File: src/rtl/sc_tapped_delay_line.sv
// Multi-channel tapped delay line for stochastic bitstreams, with optional
// recirculation (rotating buffer) and a fill counter that qualifies the selected tap.
module sc_tapped_delay_line #(
  parameter int WIDTH = 1,
  parameter int DEPTH = 8,
  localparam int SEL_W = (DEPTH > 1) ? $clog2(DEPTH) : 1,
  localparam int CNT_W = $clog2(DEPTH + 1)
) (
  input  logic             clk,
  input  logic             rst,
  input  logic             en,
  input  logic             flush,
  input  logic             recirc,
  input  logic [SEL_W-1:0] tap_sel,
  input  logic [WIDTH-1:0] data_in,
  output logic [WIDTH-1:0] data_out,
  output logic [WIDTH-1:0] tail_out,
  output logic             primed,
  output logic             full
);

  localparam logic [CNT_W-1:0] FILL_MAX = CNT_W'(DEPTH);

  logic [WIDTH-1:0] r_stage [DEPTH];
  logic [CNT_W-1:0] r_fill;
  logic [SEL_W-1:0] w_tap_eff;

  // Priority: reset > flush > enabled shift/rotate > hold.
  always_ff @(posedge clk or negedge rst) begin
    if (!rst) begin
      for (int i = 0; i < DEPTH; i++) begin
        r_stage[i] <= '0;
      end
      r_fill <= '0;
    end else if (flush) begin
      for (int i = 0; i < DEPTH; i++) begin
        r_stage[i] <= '0;
      end
      r_fill <= '0;
    end else if (en) begin
      r_stage[0] <= recirc ? r_stage[DEPTH-1] : data_in;
      for (int i = 1; i < DEPTH; i++) begin
        r_stage[i] <= r_stage[i-1];
      end
      // Rotation only reorders existing samples, so the fill level is unchanged.
      if (!recirc && (r_fill != FILL_MAX)) begin
        r_fill <= r_fill + CNT_W'(1);
      end
    end
  end

  generate
    if (DEPTH == 1) begin : g_single
      logic w_unused_sel;
      assign w_unused_sel = ^tap_sel;
      assign w_tap_eff    = '0;
    end else if ((1 << SEL_W) > DEPTH) begin : g_clamp
      localparam logic [SEL_W-1:0] MAX_TAP = SEL_W'(DEPTH - 1);
      assign w_tap_eff = (tap_sel > MAX_TAP) ? MAX_TAP : tap_sel;
    end else begin : g_pow2
      assign w_tap_eff = tap_sel;
    end
  endgenerate

  assign data_out = r_stage[w_tap_eff];
  assign tail_out = r_stage[DEPTH-1];
  assign primed   = (r_fill > CNT_W'(w_tap_eff));
  assign full     = (r_fill == FILL_MAX);

endmodule

File: config.mk
export PLATFORM = sky130hd
export DESIGN_NAME = sc_tapped_delay_line
export DESIGN_NICKNAME = d
export VERILOG_FILES = /design/src/rtl/sc_tapped_delay_line.sv
export SDC_FILE = /design/constraint.sdc
export NUM_CORES = 1
export LEC_CHECK = 0
export CAP_MARGIN = 5
export CORE_UTILIZATION = 26
export DETAILED_ROUTE_END_ITERATION = 8
export SYNTH_ARGS = -nofsm -noshare
export SYNTH_HDL_FRONTEND = slang
export SYNTH_SLANG_ARGS = --single-unit
File: constraint.sdc
create_clock -name clk -period 1.55 [get_ports clk]
set_clock_uncertainty 0.2 [all_clocks]
set_input_delay 0.31 -clock clk [delete_from_list [all_inputs] [get_ports clk]]
set_output_delay 0.31 -clock clk [all_outputs]
set_load 0.01 [all_outputs]
==> run summary, run 1 <==
status - finished, violations left
failing checks - negative setup slack
CTS Buffer Depth - 2
hpwl dp - 1210 um
ant diodes - 0
via count of the first global-routing pass - 630
Placement Setup Slack - -1110 ps
Pre-antenna DRT Iters - 5
CTS Buf Count - 3
core box area - 2520 um2
Placer Congestion - 0.731
DRC - 0
Final #Nets - 121
Final Max Tran Viols - 0
sw power - 0.179 mW
fin crit period - 2050 ps
GRT overflow - 0
initial antenna violation count - 0
PwrDens - 638 nW/um2
IO Count - 13
Final Setup Violations - 6
Max transition margin - 85.7%
Synth top area share - 42.7%
Tcrit/Tclk final - 132%
RSZ-0062 raised after global routing - true
CP Class - reg -> out
Die Y - 54.0 um
CTS tree - yes
ranking of synthesized cells by area - dfrtp_1 43%, mux2i_1 14%, ha_1 8.9%
sequential element share of the synthesized area - 42.7%
Die X - 54.0 um
Area after DPL - 1030 um2
first-pass GRT wire length - 2760 um
starting density of the core - 27.9%
CTS HTree Levels - 1
die area - 2920 um2
Crit. End Element - primary output
Yosys top cell by area - dfrtp_1
Clock power frac - 35.0%
CTS Sinks - 12
Vias - 617
P_leak - 0.576 nW
GRT Total Usage - 13.5%
Yosys warnings - 0
maximum vdd drop - 316 uV
cell row count - 18
Core Util, Final - 45.3%
final WL - 1680 um
Buffers on Ports - 12
syn_area_per_cell - 10.8 um2
cell area after layout - 1140 um2
Worst-path clk slew - 80 ps
Startpoint Class - flop
Seq pwr share - 44.5%
count of cell types in the netlist - 20
vias per cell - 4.54
mapped cell area - 703 um2
largest fanout on the critical path - 2
Final Hold Fails - 0
worst min path class - in -> async
f_max - 487 MHz
Syn Inst Count - 65
Filler Cells Inserted - 265
MaxCap Viol Count - 0
largest net degree at the start of global routing - 13
sequential cell area - 300 um2
CTS Root Cell - clkbuf_4
Mapped Nets - 79
Detail Route Antenna Nets - 0
DR iter-0 viols - 6
non-filler cells, final - 136
Area Growth Syn to Fin - 62.5%
Multi-input gate area - 423 um2
share of power burned in combinational logic - 20.6%
Yosys reg bits - 12
Final WS setup - -502 ps
P_int - 0.549 mW
placed insts - 129
clock latency on the worst-skew pair - 270 ps
worst path required time - 1040 ps
wire per inst - 12.3 um
Slew @ Worst Pin - 212 ps
layout cells sized above 1 - 45.3%
sw frac - 24.6%
critical path arrival - 1540 ps
cells in the final DEF (no fill, tap or decap), types with 2 or more instances in the layout:
cell type	count
nor2_1	11
a21oi_2	2
mux4_2	2
buf_6	6
clkdlybuf4s50_1	5
ha_4	2
ha_1	2
mux2_4	2
nand2b_1	3
buf_2	2
buf_4	23
inv_1	2
dlygate4sd2_1	2
clkbuf_4	3
nand3_1	2
dfrtp_1	12
mux2i_1	10
path summary, 6_finish.rpt:
path	start	endpoint	slack [ps]	depth (start not counted)
worst max-delay path	r_stage[1]	data_out	-500	3
worst min-delay path	rst	r_fill[0]	130	2
worst max register to register	r_fill[1]	r_fill[0]	-240	7
worst min register to register	r_stage[3]	r_stage[2]	420	3
max in group asynchronous	rst	r_stage[5]	860	2
min in group clk	r_stage[3]	r_stage[2]	420	3
cells by family (layout without fill, tap and decap cells):
logic type,count (synthesis),after routing,share of synthesized area (%)
AO/OA/AOI/OAI,6,6,4.98
adder cells (fa/ha/maj),5,5,8.90
buffers and inverters,6,47,3.38
flip-flops,12,12,42.7
multiplexers,14,14,24.9
AND/OR/NAND/NOR,22,22,15.1
cell type report:
type,instances,share of cell area [%]
tap,30,3.29
multi-input combinational,47,37.0
clock buffer,4,3.18
inverter,4,1.53
timing repair buffer,39,28.7
sequential,12,26.3
what timing repair did:
item                                   4_1_cts  5_1_grt
hold buffers                                 0        0
setup endpoints to repair                    6        6
gates cloned                                 0        0
gates resized for setup                     32        8
endpoints found under the hold margin        0        0
pin swaps                                    3        4
setup buffers                                1        3
metal layers:
layer | share of wire, % | up-vias | GRT usage, %
met1 | 48 | 295 | 18.7
met4 | 0 | 0 | 3.85
li1 | - | 308 | -
met3 | 4.8 | 0 | 3.67
met5 | 0 | - | 0
met2 | 47 | 14 | 20.4
registers in the layout, indices dropped and copies added (netlist names):
signal	cells
r_fill	4
r_stage	7
tail_out	1
critical path, cell delays in order, from the launching register on:
cell	delay, ps
dfrtp_1	410
mux4_2	460
mux2_4	280
buf_6	120
Yosys cell counts (all sizes together):
master and instances:
o211ai 1, inv 4, nand3 2, a211oi 1, nor2 12, mux2i 10, a21oi 3, nand2 1
dfrtp 12, mux2 2, and3b 1, o21ai 1, mux4 2, or3 1, buf 2, nor2b 1
ha 5, nand2b 3, nand3b 1
power groups by stage:
stage | Sequential, mW | Combinational (mW) | Clock, mW
5_1_grt | 0.325 | 0.164 | 0.282
4_1_cts | 0.323 | 0.141 | 0.263
3_3_place_gp | 0.329 | 0.128 | 0
6_report | 0.324 | 0.150 | 0.255
2_1_floorplan | 0.330 | 0.0494 | 0
3_5_place_dp | 0.329 | 0.132 | 0
per-stage QoR:
| step | total power, mW | setup TNS [ps] | hold WS (ps) |
|---|---|---|---|
| floorplan | 0.379 | -229 | -186 |
| global placement | 0.457 | -3240 | 396 |
| detailed placement | 0.461 | -3470 | 412 |
| CTS | 0.728 | -1490 | 128 |
| global route | 0.770 | -2010 | 136 |
| finish | 0.728 | -1620 | 131 |
(Power assumes the default switching activity.)
==> inputs of run 2 (changes only) <==
--- a/config.mk
+++ b/config.mk
@@ -6,8 +6,12 @@
 export NUM_CORES = 1
 export LEC_CHECK = 0
 export CAP_MARGIN = 5
+export CELL_PAD_IN_SITES_DETAIL_PLACEMENT = 1
+export CELL_PAD_IN_SITES_GLOBAL_PLACEMENT = 1
 export CORE_UTILIZATION = 26
 export DETAILED_ROUTE_END_ITERATION = 8
+export PLACE_DENSITY_LB_ADDON = 0.1
+export SKIP_LAST_GASP = 1
 export SYNTH_ARGS = -nofsm -noshare
 export SYNTH_HDL_FRONTEND = slang
 export SYNTH_SLANG_ARGS = --single-unit
==> run 2 against run 1 <==
  * The flow still finishes with violations (negative setup slack)
  * Clock power barely moved
  * Die area did not move
  * Utilization rose by 1.3 points
  * Global-route usage rose by 0.55 points
  * Worst hold slack improved by 4.2 ps
  * Cell count did not move
  * Critical endpoint unchanged
  * Largest cell class unchanged
  * Largest power group unchanged
  * Highest routed layer is now met4
==> run summary, run 2 (synthesized netlist as in run 1, its figures left out) <==
RR Endpoint - r_fill[0]
most common cell after layout, fill and taps aside - buf_4
via count of the first global-routing pass - 586
f_max - 486 MHz
ant diodes - 0
largest fanout on the critical path - 2
Final Hold Fails - 0
CTS Buf Count - 3
Vias - 611
hold slack - 136 ps
Crit. End Element - primary output
setup slack, reg-to-reg - -210 ps
most frequent cells in the layout - 22 x buf_4, 12 x dfrtp_1, 11 x nor2_1
clock latency on the worst-skew pair - 270 ps
Reg with most FFs - r_stage
largest net degree at the start of global routing - 13
status - finished, violations left
worst path bufs/invs - 1
max FFs per register - 7
share of power burned in combinational logic - 20.8%
Max transition margin - 89.3%
Pre-antenna DRT Iters - 4
Final Max Tran Viols - 0
Final Setup Violations - 5
layout cells sized above 1 - 46.2%
Area Growth Syn to Fin - 67.3%
DRC - 0
CTS HTree Levels - 1
cell count of the worst reg-to-reg path - 7
Final WS setup - -508 ps
met3 wire len - 62 um
Startpoint Class - flop
GRT Total Usage - 14.0%
Buffers on Ports - 12
wire per inst - 13.5 um
starting density of the core - 27.9%
Post-CTS Hold Fix Bufs - 0
Die Y - 54.0 um
Detail Route Antenna Nets - 0
CP Class - reg -> out
CP max stage cell - mux4_2
sw frac - 24.8%
MaxCap Viol Count - 0
DR top layer - met4
M1 WL - 906 um
critical path arrival - 1550 ps
Final #Nets - 121
Core Util, Final - 46.6%
worst path required time - 1040 ps
CP Cell Sequence - mux4_2 -> mux2_4 -> buf_6
RSZ-0062 raised after global routing - true
placed insts - 128
cell row count - 18
hpwl dp - 1390 um
total power - 0.732 mW
DR WL met2 - 855 um
PwrDens - 622 nW/um2
Slew @ Worst Pin - 156 ps
worst min path class - in -> async
worst r2r src - r_fill[1]
DR iter-0 viols - 7
Tcrit/Tclk final - 133%
first-pass GRT wire length - 2770 um
Top delay family on crit path - multiplexers
fin crit period - 2060 ps
IO Count - 13
vias per cell - 4.49
Worst-path clk slew - 90 ps
Die X - 54.0 um
Placer Congestion - 0.708
Clock power frac - 34.9%
CTS tree - yes
GRT overflow - 0
final WL - 1840 um
failing checks - negative setup slack
CTS Root Cell - clkbuf_4
maximum vdd drop - 351 uV
P_int - 0.550 mW
Seq pwr share - 44.3%
P_leak - 0.587 nW
CTS Buffer Depth - 2
core box area - 2520 um2
CTS Sinks - 12
sw power - 0.181 mW
Crit path largest cell delay - 470 ps
initial antenna violation count - 0
die area - 2920 um2
non-filler cells, final - 136
run 2: cell count changes in the layout (fill, tap and decap cells not counted), sizes merged:
cell | previous run | this run
dlygate4sd2 | 2 | 1
dlymetal6s2s | 0 | 1
run 2: worst max path at each step:
stage | from | depth (start not counted) | endpoint
floorplan | tail_out | 2 | data_out
detailed placement | tap_sel[1] | 4 | data_out
global route | r_stage[1] | 3 | data_out
global placement | tap_sel[1] | 4 | data_out
finish | r_stage[1] | 3 | data_out
CTS | r_stage[1] | 3 | data_out
run 2: final cells by class:
| class | instances | area, um2 |
|---|---|---|
| Fill cell | 281 | 1350 |
| Multi-Input combinational cell | 47 | 442 |
| Timing Repair Buffer | 39 | 343 |
| Sequential cell | 12 | 300 |
| Tap cell | 30 | 37.5 |
| Clock buffer | 4 | 36.3 |
| Inverter | 4 | 17.5 |
run 2: power by group through the flow:
stage	Sequential (mW)	Combinational, mW	Clock (mW)
after global routing	0.325	0.169	0.276
after detailed placement	0.329	0.131	0
after global placement	0.329	0.127	0
after CTS	0.323	0.140	0.267
final	0.324	0.152	0.255
after floorplan	0.330	0.0494	0
run 2: repair_timing:
| item | 4_1_cts | 5_1_grt |
|---|---|---|
| gates resized for setup | 29 | 15 |
| pin swaps | 4 | 3 |
| setup buffers | 4 | 5 |
| endpoints found under the setup margin | 6 | 6 |
run 2: layer usage:
metal,vias to the layer above,global-route usage [%]
li1,312,-
met3,2,2.54
met5,-,0
met2,10,20.4
met1,287,20.0
met4,0,6.41
run 2: stage by stage:
step	worst slack, ps	instance area (um2)	TNS (ps)
after floorplan	-112	706	-229
after global placement	-1100	1030	-3370
after detailed placement	-1150	1030	-3590
after CTS	-529	1090	-1850
after global routing	-564	1180	-1840
final	-508	1180	-1520
run 2: worst reg2reg max path, delay by kind of cell (launching register included):
kind	cells	cell delay [ps]
mux	1	310
flops	1	400
buf+inv	3	280
fa+ha+maj	1	140
simple gates	2	310
==> inputs of run 3 (changes only) <==
--- a/config.mk
+++ b/config.mk
@@ -5,6 +5,7 @@
 export SDC_FILE = /design/constraint.sdc
 export NUM_CORES = 1
 export LEC_CHECK = 0
+export ABC_CLOCK_PERIOD_IN_PS = 1550
 export CAP_MARGIN = 5
 export CELL_PAD_IN_SITES_DETAIL_PLACEMENT = 1
 export CELL_PAD_IN_SITES_GLOBAL_PLACEMENT = 1
==> results of run 3 <==
No change in the layout: final DEF, timing and power equal those of run 2.
